<file path="config.mk">
export PLATFORM = sky130hd
export DESIGN_NAME = click_generator
export DESIGN_NICKNAME = d
export VERILOG_FILES = /design/src/rtl/click_generator.sv
export SDC_FILE = /design/constraint.sdc
export NUM_CORES = 1
export LEC_CHECK = 0
export ABC_AREA = 1
export CORE_MARGIN = 4
export CORE_UTILIZATION = 55
export CTS_BUF_LIST = sky130_fd_sc_hd__clkbuf_8
export CTS_CLUSTER_SIZE = 14
export DETAILED_ROUTE_END_ITERATION = 6
export GPL_TIMING_DRIVEN = 0
export PLACE_DENSITY = 0.72
export SYNTH_ARGS = -nofsm -noshare
export SYNTH_HDL_FRONTEND = slang
export SYNTH_SLANG_ARGS = --single-unit
</file>
<file path="constraint.sdc">
create_clock -name i_clk -period 3.7 [get_ports i_clk]
set_clock_uncertainty 0.05 [all_clocks]
set_input_delay 0.74 -clock i_clk [delete_from_list [all_inputs] [get_ports i_clk]]
set_output_delay 0.74 -clock i_clk [all_outputs]
set_load 0.005 [all_outputs]
</file>
<file path="src/rtl/click_generator.sv">
// Metronome click voice: turns a beat pulse into a timed LED flash and a
// square-wave buzzer tone, higher pitched on the first beat of each bar.
module click_generator #(
    parameter int HALF_PERIOD_ACCENT = 25000,
    parameter int HALF_PERIOD_NORMAL = 50000,
    parameter int CLICK_LEN          = 2500000
) (
    input  logic       i_clk,
    input  logic       i_reset,
    input  logic       i_trigger,
    input  logic [2:0] i_beats_per_bar,
    input  logic       i_mute,
    output logic       o_buzzer,
    output logic       o_led,
    output logic       o_accent,
    output logic [2:0] o_beat_index
);

    localparam int HP_MAX = (HALF_PERIOD_ACCENT > HALF_PERIOD_NORMAL) ?
                            HALF_PERIOD_ACCENT : HALF_PERIOD_NORMAL;
    localparam int TW = ($clog2(HP_MAX) > 0) ? $clog2(HP_MAX) : 1;
    localparam int DW = ($clog2(CLICK_LEN) > 0) ? $clog2(CLICK_LEN) : 1;

    localparam logic [TW-1:0] TONE_ACC_END = TW'(HALF_PERIOD_ACCENT - 1);
    localparam logic [TW-1:0] TONE_NRM_END = TW'(HALF_PERIOD_NORMAL - 1);
    localparam logic [DW-1:0] DUR_END      = DW'(CLICK_LEN - 1);

    typedef enum logic {
        IDLE,
        CLICK
    } state_t;

    state_t        state;
    state_t        state_nxt;
    logic [DW-1:0] dur_cnt;
    logic [TW-1:0] tone_cnt;
    logic [2:0]    beat_cnt;
    logic          phase;

    logic          dur_end;
    logic          tone_end;
    logic          click_end;
    logic [3:0]    beat_inc;
    logic          beat_wrap;

    assign dur_end   = (dur_cnt == DUR_END);
    assign tone_end  = (tone_cnt == (o_accent ? TONE_ACC_END : TONE_NRM_END));
    assign beat_inc  = {1'b0, beat_cnt} + 4'd1;
    assign beat_wrap = (beat_inc >= {1'b0, i_beats_per_bar});

    always_comb begin
        state_nxt = state;
        click_end = 1'b0;
        unique case (state)
            IDLE: begin
                if (i_trigger) state_nxt = CLICK;
            end
            CLICK: begin
                if (!i_trigger && dur_end) begin
                    state_nxt = IDLE;
                    click_end = 1'b1;
                end
            end
            default: state_nxt = IDLE;
        endcase
    end

    always_ff @(posedge i_clk or posedge i_reset) begin
        if (i_reset) state <= IDLE;
        else         state <= state_nxt;
    end

    // phase keeps running while muted so an unmute lands back on the tone grid
    always_ff @(posedge i_clk or posedge i_reset) begin
        if (i_reset) begin
            dur_cnt      <= '0;
            tone_cnt     <= '0;
            beat_cnt     <= '0;
            phase        <= 1'b0;
            o_buzzer     <= 1'b0;
            o_led        <= 1'b0;
            o_accent     <= 1'b0;
            o_beat_index <= '0;
        end else if (i_trigger) begin
            dur_cnt      <= '0;
            tone_cnt     <= '0;
            phase        <= 1'b1;
            o_buzzer     <= ~i_mute;
            o_led        <= 1'b1;
            o_accent     <= (beat_cnt == 3'd0) && (i_beats_per_bar != 3'd0);
            o_beat_index <= beat_cnt;
            beat_cnt     <= beat_wrap ? 3'd0 : beat_inc[2:0];
        end else if (click_end) begin
            dur_cnt  <= '0;
            tone_cnt <= '0;
            phase    <= 1'b0;
            o_buzzer <= 1'b0;
            o_led    <= 1'b0;
            o_accent <= 1'b0;
        end else if (state == CLICK) begin
            dur_cnt <= dur_cnt + 1'b1;
            if (tone_end) begin
                tone_cnt <= '0;
                phase    <= ~phase;
                o_buzzer <= ~phase & ~i_mute;
            end else begin
                tone_cnt <= tone_cnt + 1'b1;
                if (i_mute) o_buzzer <= 1'b0;
            end
        end
    end

endmodule

</file>
==> results.py <==
metrics = {
    "worst_setup_path": {
        "required_ns": 3.84,
        "crit_path_end_kind": "flop",
        "path_cells": "clkdlybuf4s50_1, nor2_1, nand3_1, nor2_2, nand4_2, nand2_2, inv_2, nand2_1, a21oi_1",
        "path_class": "input pin to flop",
        "worstSetupStartpointType": "input pin",
        "worstPathArrival_ns": 2.46,
        "crit_buf_inv": 2,
        "cp_max_fo": 9,
        "reg2reg_slack_ns": 1.86,
        "cpPeakStageDelay_ns": 0.59,
        "cp_slowest_cell": "clkdlybuf4s50_1",
        "crit_family": "simple AND/OR/NAND/NOR gates",
    },
    "sta": {
        "tns_ns": 0,
        "rsz0062_at_grt": "false",
        "setup_viol": 0,
        "hold_slack_ns": 0.442,
        "worst_slew_pin_slew_ns": 0.381,
        "timing.fmax_mhz": 431,
        "slew_viol_final": 0,
        "slew_headroom_pct": 74.2,
        "finalHoldViolations": 0,
        "period_needed_ns": 2.32,
        "timing.final.crit_share_pct": 62.7,
    },
    "cells_and_area": {
        "diodes": 0,
        "layout.cells.most_common": "nand2_1",
        "syn_to_final_growth_pct": 12.4,
        "drive_above_1_share_pct": 11.9,
        "nets": 416,
        "final_cell_mix": "nand2_1 (84), nor2_1 (62), dfrtp_1 (49), inv_1 (43), nand3_1 (31)",
    },
    "floorplanning": {
        "start_util_pct": 57.0,
        "dieArea_mm2": 0.00655,
        "chipHeight_um": 81.0,
        "core_area_mm2": 0.00514,
        "num_rows": 26,
        "io_pins": 13,
        "die_width_um": 81.0,
    },
    "yosys": {
        "synth_top_family_by_area": "simple AND/OR/NAND/NOR gates",
        "synth.area.top_cells": "dfrtp_1 (42%), nand2_1 (11%), nor2_1 (7.9%)",
        "syn_nets": 396,
        "ys_warn_count": 0,
        "synthSimpleGateAreaFrac_pct": 34.6,
        "synth.distinct_cells": 32,
        "syn_area_per_cell_um2": 7.66,
        "synth_seq_cells": 49,
        "synth-xor-area-share_pct": 7.18,
        "synth.top_cell.area_share_pct": 41.9,
        "synth_area_leader_cell": "dfrtp_1",
        "synth_cells": 382,
        "synth-adder-area-share_pct": 2.99,
        "synthMuxAreaShare_pct": 0,
        "synth_compound_gate_area_share_pct": 5.13,
        "synth_area_mm2": 0.00293,
        "yosysSeqAreaShare_pct": 41.9,
    },
    "detailed_routing": {
        "via_per_inst": 5.12,
        "first_iter_violations": 102,
        "vias": 2421,
        "drt-pass1-iter-count": 4,
        "wl_um": 6090,
        "route.antenna.remaining_nets": 0,
        "avgRoutedWirePerCell_um": 12.9,
        "drc": 0,
    },
    "grt": {
        "grt_pass1_vias": 2316,
        "track_usage_pct": 21.2,
        "grt_max_degree": 35,
        "antenna_found_initial": 0,
        "grt_pass1_wl_um": 10800,
        "overflow": 0,
    },
    "clocking": {
        "path_clk_slew_ns": 0.09,
        "cts-root-buf": "clkbuf_8",
        "cts_resized": 0,
        "cts_setup_buffers": 0,
        "insertion_delay_ns": 0.31,
        "cts_max_level": 2,
        "cts_buffers": 5,
        "cts_tree": "yes",
        "cts_sinks": 49,
        "cts.path.max_buffers": 2,
        "cts_hold_buf": 0,
    },
    "place": {
        "dpl.hpwl_um": 4560,
        "portBuffers": 12,
        "gp_congestion": 0.871,
    },
    "hold_path": {
        "min_path_type": "flop to flop",
    },
    "pwr": {
        "ir_worst_vdd_uv": 295,
        "power_density_mw_per_mm2": 407,
        "p_leak_nw": 1.45,
    },
    "flow_run": {
        "cap_violations": 0,
    },
    "status": {
        "status": "completed",
    },
}
==> registers in the layout, summed over array words and instances, names as in the netlist <==
signal and cells:
beat_cnt 3, dur_cnt 22, o_accent 1, o_beat_index 3
o_buzzer 1, o_led 1, phase 1, state 1
tone_cnt 16
==> final timing paths <==
check	start	endpoint	cells past startpoint
worst max-delay path	i_trigger	dur_cnt[0]	9
worst min-delay path	o_beat_index[0]	o_beat_index[0]	2
worst max register to register	dur_cnt[1]	dur_cnt[0]	8
worst min register to register	o_beat_index[0]	o_beat_index[0]	2
max in group asynchronous	i_reset	tone_cnt[7]	3
min in group asynchronous	i_reset	o_beat_index[0]	2
==> layer usage <==
layer | up-vias | global-route usage, % | wire length (um) | part of all wire, %
met4 | 0 | 6.25 | 85 | 1.4
met3 | 9 | 4.21 | 259 | 4.3
met2 | 49 | 32.8 | 2650 | 44
met1 | 1128 | 30.0 | 3090 | 51
li1 | 1235 | - | - | -
met5 | - | 0 | 0 | 0
==> cell families after synthesis <==
logic type / count (synthesis)
and+or+nand+nor: 218
xor gates and xnor gates: 24
AOI/OAI and AO/OA: 27
buffers and inverters: 57
DFF: 49
adders and majority gates: 7
==> area by class of cell <==
| type | instances | area (um2) |
|---|---|---|
| multi-input cells | 276 | 1460 |
| fillers | 493 | 1850 |
| flip-flops and latches | 49 | 1230 |
| clock buffers | 5 | 68.8 |
| inverters | 51 | 196 |
| well taps | 70 | 87.6 |
| repair buffers | 13 | 140 |
| clock inverters | 3 | 65.1 |
| plain buffers | 6 | 45.0 |
==> through the flow <==
step | util (%) | power, W | cells | setup WS [ns] | cell area (um2)
after floorplan | - | 0.000801 | 382 | 1.74 | 2930
after global placement | 61.0 | 0.000884 | 464 | 0.764 | 3140
after detailed placement | 61.4 | 0.000897 | 465 | 1.06 | 3160
after CTS | 64.0 | 0.00135 | 473 | 1.38 | 3290
after global routing | 64.0 | 0.00142 | 473 | 1.27 | 3290
final | 64.0 | 0.00134 | 473 | 1.38 | 3290
==> synth_stat cells <==
master and count:
nand4_4 1, nor3_4 2, nand3_1 31, o21ai_0 13, o21bai_1 1, inv_4 2, nor2_2 14, o311ai_1 1
inv_1 44, nand4_2 1, a21oi_1 6, nand4_1 4, nand3_2 1, o21ai_1 1, nor2_4 2, inv_2 5
nor2_1 62, xnor2_1 4, buf_2 2, nand2_2 2, a21boi_0 2, xor2_1 20, buf_4 2, clkbuf_2 1
nor3_2 2, ha_1 7, o22ai_1 3, nand2_1 84, dfrtp_1 49, buf_8 1, nand3b_1 2, nor3_1 10
==> power by group <==
group / total [W] / internal, W / switching (W)
combinational: 0.000255 / 0.000118 / 0.000138
clock: 0.000458 / 0.000269 / 0.000189
sequential: 0.000627 / 0.000584 / 0.0000425
==> tightest hold or removal path, delay by kind of cell, from the launching register on <==
kind             cells  cell delay (ns)
and+or+nand+nor      2             0.11
DFF                  1             0.36
Note: power is estimated with default switching activity, not from simulation.
==> patch: new RTL, same flow settings <==
Set the parameter `HALF_PERIOD_NORMAL` to 25000 (it was 50000).
--- a/src/rtl/click_generator.sv
+++ b/src/rtl/click_generator.sv
@@ -2,7 +2,7 @@
 // square-wave buzzer tone, higher pitched on the first beat of each bar.
 module click_generator #(
     parameter int HALF_PERIOD_ACCENT = 25000,
-    parameter int HALF_PERIOD_NORMAL = 50000,
+    parameter int HALF_PERIOD_NORMAL = 25000,
     parameter int CLICK_LEN          = 2500000
 ) (
     input  logic       i_clk,
Function: no difference found for any inputs over 10 cycles, from zero or initial values and one cycle with i_reset high; that may be too few to reach the edited logic, so the function may still have changed.
==> patch against the original RTL <==
  * Power fell by 11%
  * Synthesized area is 1.2% lower
  * Sequential share of layout area fell by 0.11 points
  * Global-route usage increased by 0.28 points
  * Setup slack better by 260 ps
  * Count of clock-buffer cells in the layout grew 1
  * Sequential power down 5.7%
  * Wire length shrank 1.0%
  * Sequential cell count fell by 1
  * Final area is 1.7% lower
==> patch: results (changes against the original RTL) <==
share of cells above drive strength 1 = 10.17% (-1.7 points)
Commonest cells post-synth = nand2_1 (81), nor2_1 (63), dfrtp_1 (48)
clock share of power = 33.5% (-0.7 points)
gp weighted congestion = 0.8995 (+3.2%)
Initial DRC Count = 207 (+100%)
first-pass GRT wire length = 10870 um (+0.38%)
Clock transition at path regs = 90 ps (about the same)
CP Max Fanout = 3 (-6)
Seq pwr share = 49.4% (+2.6 points)
Seq/Total Area, Yosys = 41.52% (-0.36 points)
Top Registers = dur_cnt (22), tone_cnt (15)
net count after synthesis = 397 (+0.25%)
Hold Crit Class = flop to flop
Worst path max stage delay = 470 ps (-120 ps)
Root Buffer = clkbuf_8
GR Util met2 = 35.18% (+2.3 points)
cell family with most CP delay = compound AO/OA/AOI/OAI gates
total CTS buffers = 5 (unchanged)
vias in the first global route = 2403 (+3.8%)
Layout Nets = 416 (unchanged)
largest net degree at the start of global routing = 34 (-2.9%)
Slowest-stage cell, CP = clkdlybuf4s50_1
vias after detailed routing = 2492 (+2.9%)
final WL = 6025 um (-1.0%)
Synth cell types = 38 (+19%)
Total Routing Usage GR = 21.43% (+0.28 points)
met3 global-route usage = 3.924% (-0.29 points)
Net Sw Power = 312.4 uW (-15%)
status = complete, no violations
clock tree buffer depth = 2 (unchanged)
I/O Buffers = 11 (-1)
hpwl dp = 4582 um (+0.39%)
Setup WS pre-CTS = 1316 ps (+253.1 ps)
First-pass DRT Iterations = 5 (+1)
slew margin rel. = 60.95% (-13 points)
met1 Use GR = 28.85% (-1.1 points)
Max IR drop VDD = 0.3168 mV (+7.3%)
most area-consuming cells after synthesis = dfrtp_1 (42%), nand2_1 (11%), nor2_1 (8.2%)
initial antenna violation count = 0 (unchanged)
WP data arrival = 2230 ps (-230 ps)
Pleak = 0.001385 uW (-4.5%)
fillers = 470 (-4.7%)
==> patch: area by class of cell <==
cell class	count	area, um^2	share of cell area, %
clock buffers	6	82.58	2.555
plain buffers	9	76.32	2.362
repair buffers	12	130.1	4.026
inverters	52	202.7	6.272
well taps	70	87.58	2.710
flip-flops and latches	48	1201	37.17
multi-input cells	274	1413	43.71
clock inverters	2	38.79	1.200
==> patch: worst paths after layout <==
check / from / endpoint / slack [ps] / depth (start not counted)
worst max-delay path: i_beats_per_bar[1] / beat_cnt[0] / 1640 / 7
worst min-delay path: phase / phase / 430 / 2
worst max register to register: beat_cnt[0] / beat_cnt[0] / 1790 / 7
worst min register to register: phase / phase / 430 / 2
max in group asynchronous: i_reset / tone_cnt[1] / 2420 / 3
min in group asynchronous: i_reset / dur_cnt[20] / 680 / 2
==> patch: through the flow <==
| step | instance area (um^2) | hold WS (ps) | util (%) | power [uW] | instances |
|---|---|---|---|---|---|
| 2_1_floorplan | 2893 | 391.9 | - | 728.9 | 383 |
| 3_3_place_gp | 3090 | 407.0 | 60.51 | 795.8 | 464 |
| 3_5_place_dp | 3110 | 411.1 | 60.90 | 810.4 | 465 |
| 4_1_cts | 3232 | 432.4 | 63.28 | 1212 | 473 |
| 5_1_grt | 3232 | 473.8 | 63.28 | 1262 | 473 |
| 6_report | 3232 | 427.4 | 63.28 | 1195 | 473 |
==> patch: metal layers <==
metal	wire length (um)	part of all wire, %
met3	269	4.5
met5	0	0
met2	2885	48
met1	2796	46
met4	73	1.2
==> patch: cells by family after synthesis <==
| group | after synthesis | share of synthesized area, % |
|---|---|---|
| buf+inv | 61 | 9.645 |
| xor+xnor | 18 | 5.450 |
| fa+ha+maj | 7 | 3.028 |
| flops | 48 | 41.52 |
| simple gates | 221 | 34.78 |
| compound gates | 28 | 5.579 |
